`src/rtl/serial_subtractor_pkg.sv`:
```
// Shared constants for the bit-serial subtractor: state encodings, default width,
// and bit-counter sizing.
package serial_subtractor_pkg;

  localparam int unsigned DEFAULT_WIDTH = 8;

  localparam logic [1:0] IDLE  = 2'd0;
  localparam logic [1:0] SHIFT = 2'd1;
  localparam logic [1:0] DONE  = 2'd2;

  function automatic int unsigned cnt_width(input int unsigned w);
    return (w > 2) ? $clog2(w) : 1;
  endfunction

endpackage

```
`src/rtl/fullAdder.sv`:
```
// One-bit full adder cell, only built when SERIAL_SUB_ADD_MODE_EN is defined.
`ifdef SERIAL_SUB_ADD_MODE_EN
module fullAdder (
  input  logic a,
  input  logic b,
  input  logic cin,
  output logic sum,
  output logic cout
);

  assign sum  = a ^ b ^ cin;
  assign cout = (a & b) | ((a ^ b) & cin);

endmodule
`endif

```
`src/rtl/full_subtractor.sv`:
```
// One-bit full subtractor: x - y - bin, built from two half-subtractor stages
// whose borrows are ORed.
module full_subtractor (
  input  logic x,
  input  logic y,
  input  logic bin,
  output logic diff,
  output logic borrow
);

  logic d1, b1, b2;

  assign d1     = x ^ y;
  assign b1     = ~x & y;
  assign diff   = d1 ^ bin;
  assign b2     = ~d1 & bin;
  assign borrow = b1 | b2;

endmodule

```
`src/rtl/serial_subtractor.sv`:
```
// Bit-serial WIDTH-bit subtractor (LSB first) with start/busy/done handshake.
// Optional add mode and `mode` port when SERIAL_SUB_ADD_MODE_EN is defined.
module serial_subtractor
  import serial_subtractor_pkg::*;
#(
  parameter int unsigned WIDTH = DEFAULT_WIDTH
) (
  input  logic             clk,
  input  logic             rst,
  input  logic             start,
`ifdef SERIAL_SUB_ADD_MODE_EN
  input  logic             mode,
`endif
  input  logic [WIDTH-1:0] a,
  input  logic [WIDTH-1:0] b,
  output logic             busy,
  output logic             done,
  output logic [WIDTH-1:0] diff,
  output logic             borrow,
  output logic             overflow,
  output logic             zero
);

  localparam int unsigned     CW   = cnt_width(WIDTH);
  localparam logic [CW-1:0]   LAST = CW'(WIDTH - 1);

  logic [1:0]       state;
  logic [WIDTH-1:0] a_sh, b_sh, res;
  logic [CW-1:0]    cnt;
  logic             bflop;
  logic             a_msb, b_msb;
  logic             fs_d, fs_b;
  logic             cell_d, cell_b;
  logic             ovf_next;

  full_subtractor u_fs (
    .x      (a_sh[0]),
    .y      (b_sh[0]),
    .bin    (bflop),
    .diff   (fs_d),
    .borrow (fs_b)
  );

`ifdef SERIAL_SUB_ADD_MODE_EN
  logic mode_q;
  logic fa_s, fa_c;

  fullAdder u_fa (
    .a    (a_sh[0]),
    .b    (b_sh[0]),
    .cin  (bflop),
    .sum  (fa_s),
    .cout (fa_c)
  );

  // The borrow flop doubles as the carry flop in add mode.
  assign cell_d   = mode_q ? fa_s : fs_d;
  assign cell_b   = mode_q ? fa_c : fs_b;
  assign ovf_next = mode_q ? ((a_msb == b_msb) & (res[WIDTH-1] != a_msb))
                           : ((a_msb != b_msb) & (res[WIDTH-1] != a_msb));
`else
  assign cell_d   = fs_d;
  assign cell_b   = fs_b;
  assign ovf_next = (a_msb != b_msb) & (res[WIDTH-1] != a_msb);
`endif

  assign busy = (state == SHIFT);

  always_ff @(posedge clk or posedge rst) begin
    if (rst) begin
      state    <= IDLE;
      a_sh     <= '0;
      b_sh     <= '0;
      res      <= '0;
      cnt      <= '0;
      bflop    <= 1'b0;
      a_msb    <= 1'b0;
      b_msb    <= 1'b0;
      done     <= 1'b0;
      diff     <= '0;
      borrow   <= 1'b0;
      overflow <= 1'b0;
      zero     <= 1'b0;
`ifdef SERIAL_SUB_ADD_MODE_EN
      mode_q   <= 1'b0;
`endif
    end else begin
      done <= 1'b0;
      case (state)
        IDLE: begin
          if (start) begin
            a_sh  <= a;
            b_sh  <= b;
            a_msb <= a[WIDTH-1];
            b_msb <= b[WIDTH-1];
            bflop <= 1'b0;
            cnt   <= '0;
`ifdef SERIAL_SUB_ADD_MODE_EN
            mode_q <= mode;
`endif
            state <= SHIFT;
          end
        end
        SHIFT: begin
          res   <= {cell_d, res[WIDTH-1:1]};
          a_sh  <= {1'b0, a_sh[WIDTH-1:1]};
          b_sh  <= {1'b0, b_sh[WIDTH-1:1]};
          bflop <= cell_b;
          cnt   <= cnt + CW'(1);
          if (cnt == LAST) state <= DONE;
        end
        DONE: begin
          // Flags are published one edge after the last shift, so done lines up with them.
          done     <= 1'b1;
          diff     <= res;
          borrow   <= bflop;
          overflow <= ovf_next;
          zero     <= (res == '0);
          state    <= IDLE;
        end
        default: state <= IDLE;
      endcase
    end
  end

endmodule

```
`config.mk`:
```
export PLATFORM = sky130hd
export DESIGN_NAME = serial_subtractor
export DESIGN_NICKNAME = d
export VERILOG_FILES = /design/src/rtl/serial_subtractor_pkg.sv /design/src/rtl/fullAdder.sv /design/src/rtl/full_subtractor.sv /design/src/rtl/serial_subtractor.sv
export SDC_FILE = /design/constraint.sdc
export NUM_CORES = 1
export LEC_CHECK = 0
export BUFFER_PORTS_ARGS = -buffer_cell sky130_fd_sc_hd__buf_2
export CAP_MARGIN = 20
export CORE_MARGIN = 5
export CORE_UTILIZATION = 29
export DETAILED_ROUTE_END_ITERATION = 16
export PLACE_DENSITY = 0.51
export SYNTH_ARGS = -nofsm -noshare
export SYNTH_HDL_FRONTEND = slang
export SYNTH_SLANG_ARGS = --single-unit
```
`constraint.sdc`:
```
create_clock -name clk -period 1.4 [get_ports clk]
set_input_delay 0.14 -clock clk [delete_from_list [all_inputs] [get_ports clk]]
set_output_delay 0.14 -clock clk [all_outputs]
set_load 0.01 [all_outputs]
```
Yosys cells after proc, flatten, opt, wreduce, memory -nomap -nowiden
Index checks and enable logic that the tools add are counted.
- register bits: 44
- bits in latches: 0
- memory bits (writable): 0
- bits in read-only memories: 0
- input port bits: 19
- memories kept: 0
- add/sub/neg operators: 1
- $mul: 0
- divide/modulo/power cells: 0
- $lt $le $gt $ge: 0
- eq/ne operators: 7
- shift operators: 0
- mux-type cells: 12
- bitwise operators: 8
- reductions and logical operators: 6
- operator list (operator ; number):
    case mux 8 bit (2 select lines) ; 2
    2-to-1 mux 8 bit ; 2
    logical NOT 8 bit ; 1
    case mux 3 bit (2 select lines) ; 1
    AND reduction 2 bit ; 3
    2-to-1 mux 2 bit ; 2
    case mux 2 bit (2 select lines) ; 1
    adder 3 x 1 -> 3 bit (second input constant) ; 1
    AND 1 bit ; 3
    == test 3 bit (second input constant) ; 1
    2-to-1 mux 3 bit ; 1
    == test 2 x 1 -> 1 bit (second input constant) ; 1
    == test 2 bit (second input constant) ; 1
    logical NOT 2 bit ; 1
    2-to-1 mux 1 bit ; 2
    != test 1 bit ; 2
    != test 2 x 1 -> 1 bit (second input constant) ; 1
    != test 2 bit (second input constant) ; 1
    inverter 1 bit ; 2
    case mux 1 bit (2 select lines) ; 1
    nonzero test 2 bit ; 1
    bitwise XOR 1 bit ; 2
    bitwise OR 1 bit ; 1

Longest topological paths before layout
- depth in word-level cells: 5
- depth in mapped cells: 6

Cells and area by module
Synthesis repeated with hierarchy kept, for this count alone.
- cells, all modules: 178
- area, all modules: 1940.6 um^2
- modules (own cells, without submodules) (module ; instances ; cells each ; area an instance (um^2) ; sequential area each (um^2)):
    serial_subtractor ; 1 ; 174 ; 1909.3 ; 1101.1
    full_subtractor ; 1 ; 4 ; 31.3 ; 0.0

Least setup slack after synthesis
OpenSTA, ideal clock, no wires.
- path type: flip-flop to flip-flop
- from: register state[0]
- to: register a_msb
- setup time: 125 ps
- arrival time: 1144 ps
- required time: 1275 ps
- path slack: 131 ps
- stages on the path, launching flop included: 5
- path buffers: 1
- period minus slack after synthesis: 1269 ps
- cell sequence: dfrtp_1 -> buf_6 -> nand2b_4 -> nor2_1 -> mux2_2
- longest elaborated chain between the ends: 2
- RTL lines (element ; RTL line ; RTL):
    from (decl) ; serial_subtractor.sv:27 ; logic [1:0] state;
    from (signal assigned) ; serial_subtractor.sv:71 ; state <= IDLE;
    from (signal assigned) ; serial_subtractor.sv:101 ; state <= SHIFT;
    from (signal assigned) ; serial_subtractor.sv:110 ; if (cnt == LAST) state <= DONE;
    logical NOT 2 bit ; serial_subtractor.sv:89 ; case (state)
    AND reduction 2 bit (no line) ; -- ;
    to (signal assigned) ; serial_subtractor.sv:94 ; a_msb <= a[WIDTH-1];
    to (decl) ; serial_subtractor.sv:31 ; logic a_msb, b_msb;
No other way between the ends.
A chain may end at the register's enable or synchronous reset.

Worst setup path after layout
- from: register state[1]
- to: register res[6]
- longest elaborated chain between the ends: 1
- RTL lines (element ; RTL line ; RTL):
    == test 2 x 1 -> 1 bit ; serial_subtractor.sv:89 ;
    to (signal assigned) ; serial_subtractor.sv:105 ; res <= {cell_d, res[WIDTH-1:1]};
    to (decl) ; serial_subtractor.sv:28 ; logic [WIDTH-1:0] a_sh, b_sh, res;
No other way between the ends.

==> impl_metrics.py <==
metrics = {
    "run_status": {
        "status": "finished, final reports clean",
    },
    "worst_setup_path": {
        "worst_setup_path_end_kind": "flip-flop",
        "startpoint_type": "flip-flop",
        "path_class": "flip-flop to flip-flop",
        "reg2reg_depth": 3,
        "critPathSlowestCell": "dfrtp_1",
        "required_ns": 1.58,
        "r2r_end": "res[6]",
        "cp.arrival_ns": 1.46,
        "crit_end": "res[6]",
        "crit_start": "state[1]",
        "worstPathMaxFanout": 7,
        "r2r_slack_ns": 0.12,
        "path_cells": "nor2b_4 -> buf_4 -> mux2_2",
        "rr_startpoint": "state[1]",
        "cpPeakStageDelay_ns": 0.49,
    },
    "cells_and_area": {
        "drive_gt1_share_pct": 37.2,
        "fill_cells": 640,
        "diodes": 0,
        "area_delta_synth_final_pct": 22.2,
        "nets": 217,
    },
    "place": {
        "port_buffers": 31,
        "dp_hpwl_mm": 2.67,
        "gp_congestion": 0.685,
    },
    "sta": {
        "fin_skew_ns": 0.00692,
        "fin_crit_sh_pct": 91.3,
        "finalSetupViolCount": 0,
        "min_period_ns": 1.28,
        "setup-tns-final_ns": 0,
        "drv_slew": 0,
        "rsz0062_at_grt": "false",
        "hold_violations": 0,
        "relSlewSlack_pct": 80.6,
        "fmax_ghz": 0.782,
        "worst_slew_pin_slew_ns": 0.288,
    },
    "global_route": {
        "grt_pass1_vias": 1333,
        "grt_overflow": 0,
        "gr-usage-all-layers_pct": 9.84,
        "grt_max_degree": 45,
        "grt_pass1_wl_mm": 6.56,
        "antenna_found_initial": 0,
    },
    "clock_tree": {
        "cts_tree": "done",
        "cts_buffer_depth": 2,
        "cts.sinks": 44,
        "clk_pin_slew_ns": 0.09,
        "h-tree-depth": 2,
        "cts_buffers": 5,
        "cts_resized": 0,
        "insertion_delay_ns": 0.30,
        "root_buffer": "clkbuf_8",
    },
    "floorplan": {
        "initial_core_util_pct": 30.1,
        "die_w_um": 91.6,
        "die_h_um": 91.6,
        "io_pins": 32,
        "coreArea_sq_um": 6420,
        "core.rowCount": 29,
        "die-area_sq_um": 8390,
    },
    "power": {
        "intPower_mw": 3.67,
        "p_leak_nw": 1.14,
        "p_total_mw": 5.27,
        "peakVddDrop_mv": 0.652,
        "sw_frac_of_total_pct": 30.3,
        "p_per_area_nw_per_um2": 2230,
        "p_switching_mw": 1.59,
        "power_frac_clock_pct": 25.5,
        "p_comb_share_pct": 32.9,
        "seqPwrFrac_pct": 41.6,
    },
    "synthesis": {
        "synth_top_area_cell": "dfrtp_1",
        "synth_fp_nets": 178,
        "synthMostInstantiatedCell": "dfrtp_1",
        "ys_seq_elements": 44,
        "synth_edf_count": 0,
        "synth_top_area_share_pct": 57.0,
        "ys_warn_count": 0,
        "ys_seq_area_share_pct": 57.0,
        "syn_area_sq_um": 1930,
        "avgSynthCellArea_sq_um": 12.4,
        "syn_inst": 156,
        "synth_cell_types": 26,
        "ys.flop_type": "dfrtp_1",
        "synthTopCellsByCount": "dfrtp_1, mux2_2, nand2_1, o21ai_0, a21oi_1",
        "async_reset_ff_share_pct": 100,
        "ys_top_cells_by_area": "dfrtp_1, mux2_2, o21ai_0",
    },
    "route": {
        "drc": 0,
        "drt_wl_total_mm": 3.84,
        "postRouteAntennaNets": 0,
        "vias_per_cell": 4.59,
        "first_iter_violations": 35,
        "wl_per_cell_um": 14.1,
        "vias": 1253,
        "dr.pass1.iters": 4,
    },
    "flow_run": {
        "cap_violations": 0,
    },
    "min_path": {
        "min_from": "a[7]",
        "hold_path.class": "input pin to flip-flop",
    },
}
==> area by class of cell <==
class	count	area, sq um	share of cell area, %
Clock buffer	5	68.8	2.91
Clock inverter	3	90.1	3.82
Inverter	3	11.3	0.477
Multi-Input combinational cell	98	733	31.1
Sequential cell	44	1100	46.6
Tap cell	77	96.3	4.08
Timing Repair Buffer	43	260	11.0
==> cell usage in the layout (no fill, tap or decap), types with 3 or more instances in the layout <==
cell type   n
dfrtp_1    44
buf_2      31
nand2_1    17
mux2_2     17
o21ai_0    16
a21oi_1    11
buf_4      10
and3b_1     8
a22oi_1     6
a22o_1      5
clkbuf_8    5
bufinv_16   3
==> critical path, delay by kind of cell (launching register included) <==
family	cells	cell delay, ns
buffers and inverters	1	0.16
DFF	1	0.49
muxes	1	0.32
and+or+nand+nor	1	0.19
==> flip-flops by register name, summed over array words and instances (netlist names), 2 cells and up <==
name and cells:
res 8, diff 8, state 2, b_sh 8, cnt 3, a_sh 8
==> repair_timing <==
action | in CTS | in global routing
setup buffers | 3 | 0
hold endpoints to repair | 44 | 0
hold buffers | 1 | 0
setup endpoints to repair | 1 | 0
==> worst min path at each step <==
| stage | to | cells after the start | slack [ns] |
|---|---|---|---|
| after floorplan | a_sh[7] | 1 | 0.27 |
| after global placement | done | 3 | 0.20 |
| after detailed placement | done | 3 | 0.20 |
| after CTS | a_sh[7] | 2 | 0.09 |
| after global routing | a_sh[7] | 2 | 0.09 |
| final | a_sh[7] | 2 | 0.09 |
==> stage by stage <==
stage	setup WS, ns	utilization [%]	std cells	cell area [sq um]	hold WS, ns
final	0.122	36.8	273	2360	0.0910
after CTS	0.114	36.8	273	2360	0.0902
after global routing	0.0384	36.8	273	2360	0.0929
after global placement	0.127	33.8	261	2170	0.197
after floorplan	0.131	-	156	1930	0.273
after detailed placement	0.128	33.8	261	2170	0.198
==> layer usage <==
layer / wire, um / GRT usage [%]
met4: 75 / 4.15
met5: 0 / 0
met2: 1940 / 16.3
met1: 1710 / 12.2
met3: 109 / 2.54
==> power groups by stage <==
| stage | sequential (mW) | combinational, mW | clock, mW |
|---|---|---|---|
| floorplan | 2.18 | 1.27 | 0 |
| global placement | 2.22 | 1.65 | 0 |
| detailed placement | 2.24 | 1.69 | 0 |
| CTS | 2.21 | 1.77 | 1.37 |
| global route | 2.29 | 1.95 | 1.42 |
| finish | 2.19 | 1.73 | 1.34 |
==> cell families after synthesis <==
kind of cell | after synthesis | share of synthesized area, %
buf+inv | 14 | 5.05
flops | 44 | 57.0
compound gates | 39 | 12.0
simple gates | 37 | 12.2
fa+ha+maj | 3 | 2.33
mux | 19 | 11.5
No activity file was read; power rests on OpenSTA's default activity.
